**src/rtl/timekeep_pkg.sv**
```systemverilog
// rtl/timekeep_pkg.sv - shared time-base widths, default stage packings and stage-select encoding
package timekeep_pkg;

  localparam int TK_STAGE_W    = 7;
  localparam int TK_NUM_STAGES = 4;

  // Stage 0 (hundredths) sits in the LSBs; a field of 0 means modulus 2^STAGE_W.
  localparam logic [27:0] WATCH_MODULI     = {7'd24, 7'd60, 7'd60, 7'd100};
  localparam logic [27:0] WATCH_INIT       = {7'd0, 7'd0, 7'd0, 7'd0};
  localparam logic [27:0] STOPWATCH_MODULI = {7'd100, 7'd60, 7'd60, 7'd100};
  localparam logic [27:0] STOPWATCH_INIT   = {7'd0, 7'd0, 7'd0, 7'd0};

  typedef enum logic [1:0] {
    SEL_HSEC = 2'd0,
    SEL_SEC  = 2'd1,
    SEL_MIN  = 2'd2,
    SEL_HOUR = 2'd3
  } stage_sel_e;

endpackage

```
**src/rtl/mod_stage.sv**
```systemverilog
// rtl/mod_stage.sv - one modulo-MOD counter stage with clear, saturating load, edit and step
module mod_stage #(
  parameter int STAGE_W  = 7,
  parameter int MOD      = 10,
  parameter int INIT_VAL = 0
)(
  input  logic               clk,
  input  logic               reset,
  input  logic               clear,
  input  logic               load,
  input  logic [STAGE_W-1:0] load_val,
  input  logic               step,
  input  logic               dir,
  input  logic               edit_up,
  input  logic               edit_dn,
  output logic [STAGE_W-1:0] q,
  output logic               at_carry
);

  localparam logic [STAGE_W-1:0] LAST   = STAGE_W'(MOD - 1);
  localparam logic [STAGE_W-1:0] INIT_Q = STAGE_W'(INIT_VAL);

  logic [STAGE_W-1:0] inc;
  logic [STAGE_W-1:0] dec;

  assign inc      = (q == LAST) ? '0 : q + 1'b1;
  assign dec      = (q == '0) ? LAST : q - 1'b1;
  assign at_carry = dir ? (q == '0) : (q == LAST);

  always_ff @(posedge clk or posedge reset) begin
    if (reset) begin
      q <= INIT_Q;
    end else if (clear) begin
      q <= INIT_Q;
    end else if (load) begin
      q <= (load_val > LAST) ? LAST : load_val;
    end else if (edit_up) begin
      q <= inc;
    end else if (edit_dn) begin
      q <= dec;
    end else if (step) begin
      q <= dir ? dec : inc;
    end
  end

endmodule

```
**src/rtl/tick_prescaler.sv**
```systemverilog
// rtl/tick_prescaler.sv - divide-by-DIV base tick generator with run/hold/restart
module tick_prescaler #(
  parameter int DIV = 10
)(
  input  logic clk,
  input  logic reset,
  input  logic run,
  input  logic restart,
  output logic tick
);

  localparam int CW = $clog2(DIV);
  localparam logic [CW-1:0] LAST = CW'(DIV - 1);

  logic [CW-1:0] phase;

  always_ff @(posedge clk or posedge reset) begin
    if (reset) begin
      phase <= '0;
      tick  <= 1'b0;
    end else if (restart) begin
      phase <= '0;
      tick  <= 1'b0;
    end else if (run) begin
      if (phase == LAST) begin
        phase <= '0;
        tick  <= 1'b1;
      end else begin
        phase <= phase + 1'b1;
        tick  <= 1'b0;
      end
    end else begin
      tick <= 1'b0;
    end
  end

endmodule

```
**src/rtl/cascaded_time_counter.sv**
```systemverilog
// rtl/cascaded_time_counter.sv - N-stage cascaded modulo time base with prescaler, load, edit and one-shot expiry
module cascaded_time_counter
  import timekeep_pkg::*;
#(
  parameter int CLK_HZ     = 100_000_000,
  parameter int TICK_HZ    = 100,
  parameter int NUM_STAGES = TK_NUM_STAGES,
  parameter int STAGE_W    = TK_STAGE_W,
  parameter logic [NUM_STAGES*STAGE_W-1:0] MODULI = WATCH_MODULI,
  parameter logic [NUM_STAGES*STAGE_W-1:0] INIT   = WATCH_INIT,
  localparam int SEL_W = (NUM_STAGES > 1) ? $clog2(NUM_STAGES) : 1
)(
  input  logic                          clk,
  input  logic                          reset,
  input  logic                          i_run,
  input  logic                          i_clear,
  input  logic                          i_dir,
  input  logic                          i_oneshot,
  input  logic                          i_load,
  input  logic [NUM_STAGES*STAGE_W-1:0] i_load_val,
  input  logic [SEL_W-1:0]              i_edit_sel,
  input  logic                          i_edit_up,
  input  logic                          i_edit_dn,
  output logic [NUM_STAGES*STAGE_W-1:0] o_count,
  output logic                          o_tick,
  output logic                          o_wrap,
  output logic                          o_expired
);

  localparam int DIV = CLK_HZ / TICK_HZ;

  logic                  edit_act;
  logic                  step_tick;
  logic                  hold;
  logic                  wrap_nxt;
  logic [NUM_STAGES:0]   carry;
  logic [NUM_STAGES-1:0] at_carry;
  logic [NUM_STAGES-1:0] is_zero;

  assign edit_act  = (i_edit_up ^ i_edit_dn) && (int'(i_edit_sel) < NUM_STAGES);
  assign step_tick = o_tick & ~i_clear & ~i_load & ~edit_act;
  // One-shot countdown parks at all-zero instead of wrapping.
  assign hold      = i_dir & i_oneshot & (&is_zero);
  assign wrap_nxt  = step_tick & ~hold & carry[NUM_STAGES];
  assign carry[0]  = 1'b1;

  tick_prescaler #(.DIV(DIV)) u_prescaler (
    .clk     (clk),
    .reset   (reset),
    .run     (i_run & ~o_expired),
    .restart (i_clear | i_load),
    .tick    (o_tick)
  );

  for (genvar k = 0; k < NUM_STAGES; k++) begin : g_stage
    localparam int FIELD = int'(MODULI[k*STAGE_W +: STAGE_W]);
    localparam int MOD_K = (FIELD == 0) ? (1 << STAGE_W) : FIELD;

    mod_stage #(
      .STAGE_W  (STAGE_W),
      .MOD      (MOD_K),
      .INIT_VAL (int'(INIT[k*STAGE_W +: STAGE_W]))
    ) u_stage (
      .clk      (clk),
      .reset    (reset),
      .clear    (i_clear),
      .load     (i_load),
      .load_val (i_load_val[k*STAGE_W +: STAGE_W]),
      .step     (step_tick & carry[k] & ~hold),
      .dir      (i_dir),
      .edit_up  (edit_act & i_edit_up & (int'(i_edit_sel) == k)),
      .edit_dn  (edit_act & i_edit_dn & (int'(i_edit_sel) == k)),
      .q        (o_count[k*STAGE_W +: STAGE_W]),
      .at_carry (at_carry[k])
    );

    assign carry[k+1] = carry[k] & at_carry[k];
    assign is_zero[k] = (o_count[k*STAGE_W +: STAGE_W] == '0);
  end

  always_ff @(posedge clk or posedge reset) begin
    if (reset) begin
      o_wrap    <= 1'b0;
      o_expired <= 1'b0;
    end else begin
      o_wrap <= wrap_nxt;
      if (i_clear || i_load) begin
        o_expired <= 1'b0;
      end else if (step_tick && hold) begin
        o_expired <= 1'b1;
      end
    end
  end

endmodule

```
**config.mk**
```make
export PLATFORM = sky130hd
export DESIGN_NAME = cascaded_time_counter
export DESIGN_NICKNAME = d
export VERILOG_FILES = /design/src/rtl/timekeep_pkg.sv /design/src/rtl/mod_stage.sv /design/src/rtl/tick_prescaler.sv /design/src/rtl/cascaded_time_counter.sv
export SDC_FILE = /design/constraint.sdc
export NUM_CORES = 1
export LEC_CHECK = 0
export CAP_MARGIN = 0
export CORE_MARGIN = 1
export CORE_UTILIZATION = 38
export DETAILED_ROUTE_END_ITERATION = 10
export GPL_TIMING_DRIVEN = 0
export SYNTH_ARGS = -nofsm -noshare
export SYNTH_HDL_FRONTEND = slang
export SYNTH_SLANG_ARGS = --single-unit
export TNS_END_PERCENT = 1
```
**constraint.sdc**
```tcl
create_clock -name clk -period 4.25 [get_ports clk]
set_input_delay 0.425 -clock clk [delete_from_list [all_inputs] [get_ports clk]]
set_output_delay 0.425 -clock clk [all_outputs]
set_load 0.1 [all_outputs]
```
== After elaboration in Yosys (flattened, before gate mapping) ==
Cells that the tools add are included.

* $add $sub $neg: 9
* Order comparisons: 4
* Equal/unequal tests: 8
* Multiplexer cells: 48
* Bitwise gates (word level): 34
* Reductions and logical operators: 14

{| class="wikitable"
|+ Operators with widths
! cell !! number
|-
| $mux W7 || 36
|-
| $mux W20 || 3
|-
| $add A7 B1 Y7 const B || 4
|-
| $logic_not A7 Y1 || 4
|-
| $sub A7 B1 Y7 const B || 4
|-
| $and A1 B1 Y1 || 27
|-
| $add A20 B1 Y20 const B || 1
|-
| $eq A20 B20 Y1 const B || 1
|-
| $reduce_bool A5 Y1 || 4
|-
| $eq A7 B6 Y1 const B || 2
|-
| $gt A7 B6 Y1 const B || 2
|-
| $mux W1 || 9
|-
| $eq A7 B5 Y1 const B || 1
|-
| $eq A7 B7 Y1 const B || 1
|-
| $gt A7 B5 Y1 const B || 1
|-
| $gt A7 B7 Y1 const B || 1
|-
| $not A1 Y1 || 5
|-
| $eq A2 B2 Y1 const B || 2
|-
| $reduce_and A4 Y1 || 1
|-
| $reduce_bool A2 Y1 || 2
|-
| $eq A2 B1 Y1 const B || 1
|-
| $logic_not A2 Y1 || 1
|-
| $logic_and A1 B1 Y1 || 1
|-
| $logic_or A1 B1 Y1 || 1
|-
| other kinds (2) || 2
|}

* Flip-flop bits (word level): 51
* Bits of input ports: 39
* Output and inout port bits: 31

== Depth between registers and ports, before layout ==
* Word-level depth: 11
* Gate-level depth with buffers: 10
* Mapped depth without buffers: 8

== Hierarchy ==
Synthesis repeated with hierarchy kept, for this count alone.

* Cells, all modules: 577
* Area total of the unflattened synthesis: 4,674.5 um2

{| class="wikitable"
|+ Modules (own cells, without submodules)
! module !! times used !! cells each !! area an instance (um2) !! seq. area each (um2)
|-
| mod_stage (g_stage[1].u_stage ...) || 2 || 105 || 794.5 || 175.2
|-
| tick_prescaler || 1 || 119 || 1,112.3 || 525.5
|-
| mod_stage (g_stage[3].u_stage) || 1 || 102 || 829.5 || 175.2
|-
| mod_stage (g_stage[0].u_stage) || 1 || 104 || 788.3 || 175.2
|-
| cascaded_time_counter || 1 || 42 || 355.3 || 50.0
|}

== Worst setup path before layout ==
No wires, ideal clock.

* Path type: register to register
* From: register g_stage[1].u_stage.q[0]
* To: register g_stage[3].u_stage.q[4]
* Library setup time: 125 ps
* Data arrival time: 3,168 ps
* Data required time: 4,125 ps
* Path slack: 957 ps
* Stages on the path, launching flop included: 10
* Buffers on the path: 1
* Clock period less this slack: 3,293 ps
* Path through: dfrtp_1 inv_1 ha_1 or3b_4 or4_1 buf_2 mux2_4 a211oi_2 or2_4 mux2_4

* Longest elaborated chain between the ends: 7

{| class="wikitable"
|+ Ends and longest elaborated chain
! element !! RTL line !! text
|-
| start, declared || mod_stage.sv:16 || <nowiki>output logic [STAGE_W-1:0] q,</nowiki>
|-
| start signal, assigned || mod_stage.sv:36 || <nowiki>q <= (load_val > LAST) ? LAST : load_val;</nowiki>
|-
| start signal, assigned || mod_stage.sv:38 || <nowiki>q <= inc;</nowiki>
|-
| start signal, assigned || mod_stage.sv:42 || <nowiki>q <= dir ? dec : inc;</nowiki>
|-
| $eq A7 B6 Y1 / $logic_not A7 Y1 (equally long branches) || mod_stage.sv:28, cascaded_time_counter.sv:78 ||
|-
| $mux W1 || mod_stage.sv:28 || <nowiki>assign at_carry = dir ? (q == '0) : (q == LAST);</nowiki>
|-
| $and A1 B1 Y1 (2 in a row) || cascaded_time_counter.sv:77 || <nowiki>assign carry[k+1] = carry[k] & at_carry[k];</nowiki>
|-
| $and A1 B1 Y1 || cascaded_time_counter.sv:69 || <nowiki>.step (step_tick & carry[k] & ~hold),</nowiki>
|-
| $and A1 B1 Y1 (*) || cascaded_time_counter.sv:69 ||
|-
| $reduce_bool A5 Y1 (no source line) (*) || -- ||
|-
| end signal, assigned || mod_stage.sv:36 ||
|-
| end signal, assigned || mod_stage.sv:38 ||
|-
| end signal, assigned || mod_stage.sv:42 ||
|-
| end, declared || mod_stage.sv:16 ||
|}

Mark *: on every way between the ends. The rest lies on a longest branch, timed or not.
A chain may end at the register's enable or synchronous reset.

== Worst setup path after layout ==
Same ends and word-level chain as after synthesis.

==> qor.yml <==
routing:
  drt_iter0_markers: 319
  highest_layer: "met4"
  met3_length_um: 835
  firstDrtPassIters: 4
  vias: 4418
  antenna_left: 0
  drc: 0
  via_per_inst: 5.978
  wl_um: 12770
  drt-met1-wl_um: 5753
  dr_wl_met2_um: 5922
  wire_per_inst_um: 17.28
layout:
  final_core_util_pct: 48.99
  area_delta_synth_final_pct: 23.58
  fin_nets: 654
  final_cells: 739
  drive_gt1_share_pct: 4.975
  diodes: 0
clocking:
  tritoncts: "done"
  ctsHoldBuffers: 0
  post_cts_buffers: 0
  cts_buffers: 5
  clock_latency_ns: 0.32
  htree_levels: 2
  root_buffer: "clkbuf_8"
  cts_resized: 0
  clock_sinks: 51
  clk_path_buf_depth: 2
  clkTransAtPathRegs_ns: 0.11
global_route:
  grt_usage_pct: 23.22
  grt_pass1_vias: 4287
  overflow: 0
  grt_max_degree: 40
  grt_pass1_wl_um: 21000
  antenna_found_initial: 0
die:
  dieArea_mm2: 0.01129
  core_mm2: 0.01042
  die_w_um: 106.2
  die_y_um: 106.2
  row_count: 37
  initial_core_util_pct: 39.64
  io_pins: 70
setup_path:
  cp-end-kind: "register"
  start_kind: "register"
  crit_family: "simple AND/OR/NAND/NOR gates"
  crit_cells: 9
  reg2reg_from: "g_stage[1].u_stage.q[0]$_DFFE_PP0P_"
  crit_required_ns: 4.47
  path_max_fanout: 7
  criticalPathCategory: "register to register"
  critPathArrivalTime_ns: 3.48
  cp_slowest_cell: "a211oi_2"
  r2r_setup_slack_ns: 0.98
  crit_chain: "inv_1 -> ha_1 -> or3b_4 -> or4_1 -> buf_2 -> mux2_4 -> a211oi_2 -> or2_4 -> mux2_4"
  r2r-end: "g_stage[3].u_stage.q[4]$_DFFE_PP0P_"
  cp_slowest_stage_delay_ns: 0.53
  ff2ff_path_depth: 9
  crit_top_cell: "mux2_4"
  path_buf_inv: 2
min_path:
  hp-class: "primary input to async pin"
timing:
  tns_ns: 0
  relSlewSlack_pct: 30.99
  period_minus_slack_ns: 3.265
  rsz0062_at_grt: "no"
  finalHoldViolCount: 0
  setup_viol_count_final: 0
  fin_skew_ns: 0.01003
  max_freq_mhz: 306.2
  worst_pin_slew_ns: 1.032
  slew_violations: 0
  fin_crit_sh_pct: 76.83
  worst_slack_ns: 0.9846
logic_synthesis:
  synthAdderAreaFrac_pct: 3.939
  synth_xor_area_share_pct: 4.667
  synth_top_family_by_area: "simple AND/OR/NAND/NOR gates"
  yosysMostFrequentCell: "nor2_1"
  synthArstFlopShare_pct: 100.0
  avgSynthCellArea_um2: 7.835
  synth_commonest_cells: "nor2_1, dfrtp_1, o21ai_0"
  synth_edf_count: 0
  postSynthCellCount: 527
  synth_seq_cells: 51
  synth_top_area_share_pct: 30.91
  synth_cell_types: 69
  ys_warn_count: 0
  synth_top_cell_by_area: "dfrtp_1"
  synth-seq-area-share_pct: 30.91
  synthMuxAreaShare_pct: 2.242
  yosys.area_share.simple_pct: 27.97
  synth_compound_area_share_pct: 25.15
  synthesis.nets: 579
  synth_area_leaders: "dfrtp_1, nor2_1, o21ai_0"
  netlist_area_mm2: 0.004129
  ys_dominant_reg_cell: "dfrtp_1"
place:
  post-place-ws_ns: 1.034
  gp_congestion: 0.8786
  placed_cells: 731
  dpl.hpwl_um: 9481
  port_buffers: 67
pwr:
  max-vdd-ir-drop_mv: 0.1710
  power_mw: 1.631
  powerDensity_mw_per_mm2: 319.6
  p_leak_nw: 1.946
outcome:
  status: "completed"
run:
  cap_violations: 0
## layer usage
| layer | vias up | GRT usage [%] |
|---|---|---|
| met3 | 22 | 3.863 |
| li1 | 2118 | - |
| met2 | 161 | 39.10 |
| met5 | - | 0 |
| met1 | 2117 | 30.23 |
| met4 | 0 | 7.341 |
## placed cells by master, fill, tap and decap left out, types with 7 or more instances in the layout
cell and instances:
nand2_1 37, a21oi_1 41, xnor2_1 11, ha_1 13, clkbuf_1 26, xor2_1 11
o21ai_0 42, and3_1 9, dfrtp_1 51, nand4_1 14, nor3_1 19, a31oi_1 12
inv_1 20, clkdlybuf4s50_1 67, nor4_1 7, nand3_1 33, o31ai_1 9, nor2_1 62
## flip-flops by register name, indices dropped and copies added (netlist names)
name	flops
g_stage.u_stage.q	28
o_expired	1
u_prescaler.tick	1
o_wrap	1
u_prescaler.phase	20
## final cells by class
class	instances	area, µm²
buffer	31	128.9
clock buffer	5	68.82
clock inverter	3	43.79
fill	1033	5314
inverter	22	82.58
multi-input combinational	423	2641
sequential	51	1276
tap	136	170.2
timing repair buffer	68	690.7
## through the flow
stage	cell area [µm²]	hold WS, ns
6_report	5102	0.3629
5_1_grt	5102	0.4137
4_1_cts	5102	0.3807
3_5_place_dp	4990	0.4740
3_3_place_gp	4970	0.4665
2_1_floorplan	4129	0.4377
## power breakdown
| group | total (mW) | switching, mW | leakage (nW) | internal, mW |
|---|---|---|---|---|
| registers | 0.555 | 0.0393 | 0.679 | 0.516 |
| clock network | 0.371 | 0.194 | 0.0581 | 0.176 |
| logic | 0.705 | 0.489 | 1.21 | 0.216 |
## how the worst max path moves through the flow
| stage | slack (ns) | start | end |
|---|---|---|---|
| after floorplan | 0.96 | g_stage[1].u_stage.q[0]$_DFFE_PP0P_ | g_stage[3].u_stage.q[4]$_DFFE_PP0P_ |
| after global placement | 1.06 | g_stage[1].u_stage.q[0]$_DFFE_PP0P_ | g_stage[3].u_stage.q[4]$_DFFE_PP0P_ |
| after detailed placement | 1.03 | g_stage[1].u_stage.q[0]$_DFFE_PP0P_ | g_stage[3].u_stage.q[4]$_DFFE_PP0P_ |
| after CTS | 1.01 | g_stage[1].u_stage.q[0]$_DFFE_PP0P_ | g_stage[3].u_stage.q[4]$_DFFE_PP0P_ |
| after global routing | 0.79 | g_stage[1].u_stage.q[0]$_DFFE_PP0P_ | g_stage[0].u_stage.q[4]$_DFFE_PP0P_ |
| final | 0.98 | g_stage[1].u_stage.q[0]$_DFFE_PP0P_ | g_stage[3].u_stage.q[4]$_DFFE_PP0P_ |
## logic make-up (layout without fill, tap and decap cells)
| kind of cell | after synthesis | in the layout |
|---|---|---|
| AOI/OAI and AO/OA | 158 | 158 |
| xor gates and xnor gates | 22 | 22 |
| adders and majority gates | 13 | 13 |
| buffers and inverters | 53 | 129 |
| DFF | 51 | 51 |
| muxes | 8 | 8 |
| and+or+nand+nor | 222 | 222 |
(Power assumes the default switching activity.)
